<file path="src/rtl/uart_cmd_pkg.sv">
// uart_cmd_pkg
//   Shared types and default constants for the UART command-framing slice.
//   cmd_state_t   : framing FSM states (IDLE, COLLECT, HOLD)
//   CMD_BYTES     : default number of bytes per command
//   BIT_CLKS      : default clocks per UART bit
//   TIMEOUT_CLKS  : default inter-byte timeout, two 10-bit byte times
package uart_cmd_pkg;

  typedef enum logic [1:0] {
    IDLE,
    COLLECT,
    HOLD
  } cmd_state_t;

  localparam int CMD_BYTES    = 3;
  localparam int BIT_CLKS     = 2604;
  localparam int TIMEOUT_CLKS = 2 * 10 * BIT_CLKS;

endpackage

</file>
<file path="src/rtl/cmd_timeout_timer.sv">
// cmd_timeout_timer
//   Inter-byte gap timer for the command framer. Counts while enabled and
//   sticks at TIMEOUT-1 instead of wrapping, so a stalled frame keeps
//   reporting expiry until something clears the timer.
//   clk     : system clock
//   rst     : synchronous active-high reset
//   clr     : synchronous clear back to zero (wins over en)
//   en      : count enable
//   expired : combinational, high while count == TIMEOUT-1
module cmd_timeout_timer #(
  parameter int TIMEOUT = uart_cmd_pkg::TIMEOUT_CLKS
) (
  input  logic clk,
  input  logic rst,
  input  logic clr,
  input  logic en,
  output logic expired
);

  localparam int CW = (TIMEOUT > 1) ? $clog2(TIMEOUT) : 1;
  localparam logic [CW-1:0] LAST_COUNT = CW'(TIMEOUT - 1);

  logic [CW-1:0] count;

  // Gap counter: clear has priority, and counting stops at the expiry
  // value so the counter saturates rather than wrapping to zero.
  always_ff @(posedge clk) begin
    if (rst || clr) begin
      count <= '0;
    end else if (en && !expired) begin
      count <= count + 1'b1;
    end
  end

  assign expired = (count == LAST_COUNT);

endmodule

</file>
<file path="src/rtl/uart_cmd_ctrl.sv">
// uart_cmd_ctrl
//   Packs the UART receiver byte stream into fixed-length commands, first
//   byte in the MSBs, and holds each finished command until acknowledged.
//   A partial frame is discarded when the gap between bytes gets too long,
//   and bytes that arrive while a command is still held are dropped.
//   clk         : system clock
//   rst         : synchronous active-high reset
//   rx_rdy      : one-cycle strobe, rx_data is valid
//   rx_data     : received byte
//   clr_cmd_rdy : consumer acknowledge, releases the held command
//   cmd         : assembled command (8*NUM_BYTES bits)
//   cmd_rdy     : a complete command is held on cmd
//   frame_err   : one-cycle pulse, partial frame dropped on timeout
//   overrun     : one-cycle pulse, byte dropped while cmd_rdy was held
module uart_cmd_ctrl
  import uart_cmd_pkg::*;
#(
  parameter int NUM_BYTES = CMD_BYTES,
  parameter int TIMEOUT   = TIMEOUT_CLKS
) (
  input  logic                   clk,
  input  logic                   rst,
  input  logic                   rx_rdy,
  input  logic [7:0]             rx_data,
  input  logic                   clr_cmd_rdy,
  output logic [8*NUM_BYTES-1:0] cmd,
  output logic                   cmd_rdy,
  output logic                   frame_err,
  output logic                   overrun
);

  localparam int CMD_W = 8 * NUM_BYTES;
  localparam int IW    = $clog2(NUM_BYTES + 1);
  localparam logic [IW-1:0] LAST_IDX = IW'(NUM_BYTES - 1);

  cmd_state_t    state;
  logic [IW-1:0] idx;
  logic          expired;
  logic          timer_clr;

  // The timer only runs while a frame is being collected; any strobe
  // restarts the gap measurement, and outside COLLECT it is held at zero
  // so a new frame always starts with a full timeout window.
  assign timer_clr = rx_rdy || (state != COLLECT);

  cmd_timeout_timer #(
    .TIMEOUT(TIMEOUT)
  ) u_timer (
    .clk    (clk),
    .rst    (rst),
    .clr    (timer_clr),
    .en     (state == COLLECT),
    .expired(expired)
  );

  // Framing FSM with registered outputs. The pulse outputs default low
  // every cycle. In COLLECT a strobe is checked before expiry so a byte
  // landing on the timeout cycle is still accepted. In HOLD an ack plus
  // a strobe in the same cycle starts the next frame directly.
  always_ff @(posedge clk) begin
    if (rst) begin
      state     <= IDLE;
      idx       <= '0;
      cmd       <= '0;
      cmd_rdy   <= 1'b0;
      frame_err <= 1'b0;
      overrun   <= 1'b0;
    end else begin
      frame_err <= 1'b0;
      overrun   <= 1'b0;
      case (state)
        IDLE: begin
          if (rx_rdy) begin
            cmd   <= {cmd[CMD_W-9:0], rx_data};
            idx   <= IW'(1);
            state <= COLLECT;
          end
        end
        COLLECT: begin
          if (rx_rdy) begin
            cmd <= {cmd[CMD_W-9:0], rx_data};
            if (idx == LAST_IDX) begin
              idx     <= '0;
              cmd_rdy <= 1'b1;
              state   <= HOLD;
            end else begin
              idx <= idx + 1'b1;
            end
          end else if (expired) begin
            frame_err <= 1'b1;
            idx       <= '0;
            state     <= IDLE;
          end
        end
        HOLD: begin
          if (clr_cmd_rdy) begin
            cmd_rdy <= 1'b0;
            if (rx_rdy) begin
              cmd   <= {cmd[CMD_W-9:0], rx_data};
              idx   <= IW'(1);
              state <= COLLECT;
            end else begin
              state <= IDLE;
            end
          end else if (rx_rdy) begin
            overrun <= 1'b1;
          end
        end
        default: begin
          state <= IDLE;
          idx   <= '0;
        end
      endcase
    end
  end

endmodule

</file>
<file path="config.mk">
export PLATFORM = sky130hd
export DESIGN_NAME = uart_cmd_ctrl
export DESIGN_NICKNAME = d
export VERILOG_FILES = /design/src/rtl/uart_cmd_pkg.sv /design/src/rtl/cmd_timeout_timer.sv /design/src/rtl/uart_cmd_ctrl.sv
export SDC_FILE = /design/constraint.sdc
export NUM_CORES = 1
export LEC_CHECK = 0
export ABC_AREA = 1
export CORE_UTILIZATION = 50
export DETAILED_ROUTE_END_ITERATION = 6
export PLACE_DENSITY = 0.77
export RECOVER_POWER = 25
export SYNTH_ARGS = -nofsm -noshare
export SYNTH_HDL_FRONTEND = slang
export SYNTH_SLANG_ARGS = --single-unit
</file>
<file path="constraint.sdc">
create_clock -name clk -period 4.2 [get_ports clk]
set_input_delay 1.26 -clock clk [delete_from_list [all_inputs] [get_ports clk]]
set_output_delay 1.26 -clock clk [all_outputs]
set_load 0.01 [all_outputs]
</file>
# [Yosys cells after proc, flatten, opt, wreduce, memory -nomap -nowiden]
# Cells that the tools add are included.
[totals] ramBits=0 latch_bits=0 n_memories=0 output_inout_bits=27 elab_cells=57 mem_bits_ro=0 reg_bits=47
[classes] mux=21 add_sub_neg=2 n_lt_le_gt_ge=0 div=0 n_eq_ne=11 bitwise_logic=2 shift=0 mul=0 reduce_logical=14
[op_table] operator="$mux W24" n=2
[op_table] operator="$pmux W24 S2" n=1
[op_table] operator="$mux W2" n=9
[op_table] operator="$add A16 B1 Y16 const B" n=1
[op_table] operator="$eq A16 B16 Y1 const B" n=1
[op_table] operator="$pmux W2 S3" n=2
[op_table] operator="$ne A2 B2 Y1 const B" n=4
[op_table] operator="$reduce_and A4 Y1" n=2
[op_table] operator="$mux W1" n=6
[op_table] operator="$ne A3 B3 Y1 const B" n=2
[op_table] operator="$reduce_or A3 Y1" n=2
[op_table] operator="$eq A2 B2 Y1 const B" n=2
[op_table] operator="$reduce_and A2 Y1" n=2
[op_table] operator="$reduce_bool A2 Y1" n=2
[op_table] operator="$add A2 B1 Y2 const B" n=1
[op_table] operator="$eq A2 B1 Y1 const B" n=1
[op_table] operator="$logic_not A2 Y1" n=1
[op_table] operator="$logic_or A1 B1 Y1" n=2
[op_table] operator="$ne A2 B1 Y1 const B" n=1
[op_table] operator="$not A1 Y1" n=2
[op_table] operator="$pmux W1 S2" n=1
[op_table] operator="$reduce_or A2 Y1" n=1
[op_table] operator="$logic_and A1 B1 Y1" n=1
[op_table] operator="$logic_not A1 Y1" n=1

# [Depth between registers and ports, before layout]
[logic_depth] word_depth=4 mapped_depth=10 depth_no_buf=9

# [Hierarchy]
# From an unflattened synthesis, not the netlist that was laid out.
[unflattened] cells_unflattened=318 hier_area_um2=2200.9
[modules_own_cells] mod="uart_cmd_ctrl" seq_area_each_um2=620.6 cells_per_inst=160 n_inst=1 area_per_inst_um2=1234.9
[modules_own_cells] mod="cmd_timeout_timer" seq_area_each_um2=320.3 cells_per_inst=158 n_inst=1 area_per_inst_um2=965.9

# [Worst setup path after synthesis]
# No wires, ideal clock.
[synth_timing] path_type="in2reg" start="input port clr_cmd_rdy" end="register cmd[11]" path_stages=6 t_required_ns=4.072 slack_ns=2.107 t_arrival_ns=1.965 n_path_buf=1 path_cell_list="nand2_1 a21oi_2 inv_2 buf_2 o21ai_0 a21oi_1"
[synth_via] elab_chain_cells=2
[synth_rtl] element="start: declaration" line_no="uart_cmd_ctrl.sv:25" text="input logic clr_cmd_rdy,"
[synth_rtl] element="$ne A2 B2 Y1 (no line)"
[synth_rtl] element="$reduce_and A2 Y1 (no line)"
[synth_rtl] element="end signal: assignment" line_no="uart_cmd_ctrl.sv:74" text="cmd <= {cmd[CMD_W-9:0], rx_data};"
[synth_rtl] element="end signal: assignment" line_no="uart_cmd_ctrl.sv:81" text="cmd <= {cmd[CMD_W-9:0], rx_data};"
[synth_rtl] element="end signal: assignment" line_no="uart_cmd_ctrl.sv:99" text="cmd <= {cmd[CMD_W-9:0], rx_data};"
[synth_rtl] element="end: declaration" line_no="uart_cmd_ctrl.sv:26" text="output logic [8*NUM_BYTES-1:0] cmd,"
# Every way passes these cells.
# A chain may end at the register's enable or synchronous reset.

# [Worst setup path in the final report]
[layout_timing] start="input port rx_rdy" end="register cmd[8]"
[layout_via] elab_chain_cells=3
[layout_rtl] element="start: declaration" line_no="uart_cmd_ctrl.sv:23" text="input logic rx_rdy,"
[layout_rtl] element="$mux W24 *"
[layout_rtl] element="$mux W24"
[layout_rtl] element="$pmux W24 S2 *"
# Every way passes the cells marked *; elsewhere a longest branch is shown, timed or not. The select of a mux whose other input is x is not followed.

==> flow_summary_export.csv <==
group,metric,value,unit
sta,finClkSkew,11.3,ps
power,combinationalPowerShare,15.2,%
routing,dr_total_vias,2006,
floorplanning,pin_count,39,
critical_path,startpoint,"rx_rdy",
critical_path,cp_cell_sequence,"dlygate4sd3_1, inv_1, a21oi_1, inv_2, o21ai_0, a21oi_1",
clock_network,post_cts_resized,0,
routing,drtPass1Iterations,4,
clock_network,clkLatencyLatePin,310,ps
sta,rsz0062_at_grt,"no",
floorplanning,fp.dieW,67.5,um
finish,fin_area,2650,um^2
global_routing,grt_pass1_vias,1791,
global_routing,gr-usage-met2,35.5,%
clock_network,cts_hold_buf,0,
sta,postLayoutSetupSlackWorst,1010,ps
yosys,ys.warnings.count,0,
routing,finalWirelength,4.65,mm
critical_path,crit_family,"compound AO/OA/AOI/OAI gates",
sta,fmax,0.314,GHz
clock_network,clockBufferDepth,2,
floorplanning,start_util,52.9,%
yosys,syn_area,2150,um^2
critical_path,r2r_slack,2150,ps
finish,nFillCells,358,
global_routing,grtUsageMet1,29.0,%
floorplanning,dieArea,4560,um^2
yosys,ys_seq_area_share,43.8,%
routing,drt_iter0_drc,166,
clock_network,htreeDepth,2,
global_routing,grt_pass1_wl,7.65,mm
routing,detail_route.vias_per_cell,5.10,
critical_path,crit_path_frequent_cell,"a21oi_1",
critical_path,endpoint,"cmd[8]",
critical_path,path_max_fanout,24,
finish,diodes,0,
routing,drc,0,
outcome,status,"complete, no violations",
global_routing,grt_use_met3,4.22,%
critical_path,r2r_end,"cmd[8]",
power,power_switching,264,uW
finish,postLayoutCoreUtil,65.2,%
placed_design,dp_hpwl,3.21,mm
floorplanning,placementRows,23,
yosys,ys_ff_latch,47,
hold_path,hold_depth,2,
floorplanning,coreArea,4060,um^2
critical_path,critPathLaunchType,"primary input",
placed_design,globalplace.congestion,0.860,
global_routing,grt_overflow,0,
sta,fin_tns_setup,0,ps
critical_path,crit_type,"primary input to flip-flop",
routing,wl_per_cell,11.8,um
global_routing,antenna_found_initial,0,
critical_path,cp.depth,6,
critical_path,crit_path_max_incr_delay,740,ps
critical_path,arrival,3380,ps
sta,max-slew-margin-rel,36.6,%
critical_path,setup.worst_path.end_class,"flip-flop",
critical_path,reg2regPathDepth,6,
sta,post-route-period-util,75.9,%
placed_design,portBuffers,38,
sta,hold_viol_final,0,
global_routing,grt_max_degree,25,
clock_network,cts.sinks,47,
clock_network,cts_tree,"done",
power,seq_power_share,49.9,%
clock_network,cts_setup_buffers,0,
routing,ant_nets,0,
sta,drv_slew,0,
finish,drive_gt1_share,7.00,%
critical_path,cp_num_buf_inv,3,
global_routing,top_usage_layer,"met2",
placed_design,place_area,2540,um^2
placed_design,dp_slack,1160,ps
yosys,syn_nets,319,
power,power_density,366,nW/um^2
global_routing,grtUsageTotal,22.4,%
power,p_total,968,uW
critical_path,critPathSlowestCell,"a21oi_1",
clock_network,cts-root-buf,"clkbuf_8",
critical_path,r2r_start,"state[0]",
power,switching_share,27.3,%
sta,setup_viol,0,
power,ir_drop,0.218,mV
yosys,synthCells,306,
finish,final_common_cell,"nand2_1",
yosys,synth.distinct_cells,26,
finish,areaGrowthSynthToFinish,23.4,%
clock_network,path_clk_slew,90,ps
power,clkPwrFrac,34.9,%
floorplanning,chipHeight,67.5,um
power,p_leak,0.00103,uW
yosys,synth_area_per_cell,7.01,um^2
sta,post-route-min-period,3190,ps
hold_path,hold_class,"flip-flop to flip-flop",
clock_network,cts_made_buffers,5,
finish,fin_nets,355,
sta,tightestPinTransition,951,ps
job,maxCapViolCount,0,
finish,layout_common_cells,"nand2_1 (82), dfxtp_1 (47), nor2_1 (37), a21oi_1 (36), inv_1 (25)",
critical_path,worstPathRequired,4390,ps
power,intPower,704,uW
flip-flops by register name, summed over array words and instances (netlist names):
name and flops:
cmd 24, u_timer.count 16, idx 2, state 2, cmd_rdy 1, frame_err 1
overrun 1
power groups by stage:
stage,Clock (uW),Sequential [uW],Combinational (uW)
2_1_floorplan,0,498,92.7
3_3_place_gp,0,494,148
3_5_place_dp,0,494,150
4_1_cts,340,484,151
5_1_grt,358,487,163
6_report,338,483,147
how the worst min path moves through the flow:
stage,from,end
6_report,cmd[23],cmd[23]
5_1_grt,cmd[1],cmd[1]
4_1_cts,cmd[23],cmd[23]
3_5_place_dp,cmd[23],cmd[23]
3_3_place_gp,cmd[23],cmd[23]
2_1_floorplan,u_timer.count[15],u_timer.count[15]
Yosys cell counts, drive strengths merged:
library cell  number  area, um^2
a22oi              1        7.51
xor2               4        35.0
dfxtp             47         941
o21ai             15        75.1
nor3               5        25.0
nor2              40         158
ha                 1        12.5
inv               32         120
clkbuf             3        11.3
nand3             13        70.1
a211oi             8        60.1
xnor2              4        35.0
buf                7        46.3
nand2             84         325
a21oi             38         201
nand4              3        18.8
clkinv             1        3.75
through the flow:
step	instances	hold slack [ps]
global route	393	489
global placement	385	457
detailed placement	385	464
floorplan	306	453
finish	393	469
CTS	393	479
cells by family after synthesis:
group	count (synthesis)	synth area share, %
simple gates	145	27.8
buf+inv	43	8.45
fa+ha+maj	1	0.583
flops	47	43.8
xor+xnor	8	3.26
compound gates	62	16.0
worst reg2reg max path: stages (launching register included):
cell     delay, ps
dfxtp_1        350
inv_2          100
nand2_1         50
a21oi_1        730
inv_2          360
o21ai_0        280
a21oi_1         60
layer usage:
layer / wire (um) / up-vias
met4: 85 / 0
met1: 2340 / 897
met3: 167 / 8
li1: - / 1054
met2: 2060 / 47
met5: 0 / -
layout make-up:
type / instances / area [um^2] / share of cell area, %
tap: 50 / 62.6 / 2.36
multi-input combinational: 216 / 1020 / 38.5
timing repair buffer: 39 / 388 / 14.7
clock buffer: 5 / 68.8 / 2.60
clock inverter: 3 / 43.8 / 1.65
inverter: 33 / 124 / 4.68
sequential: 47 / 941 / 35.5
No activity file was read; power rests on OpenSTA's default activity.
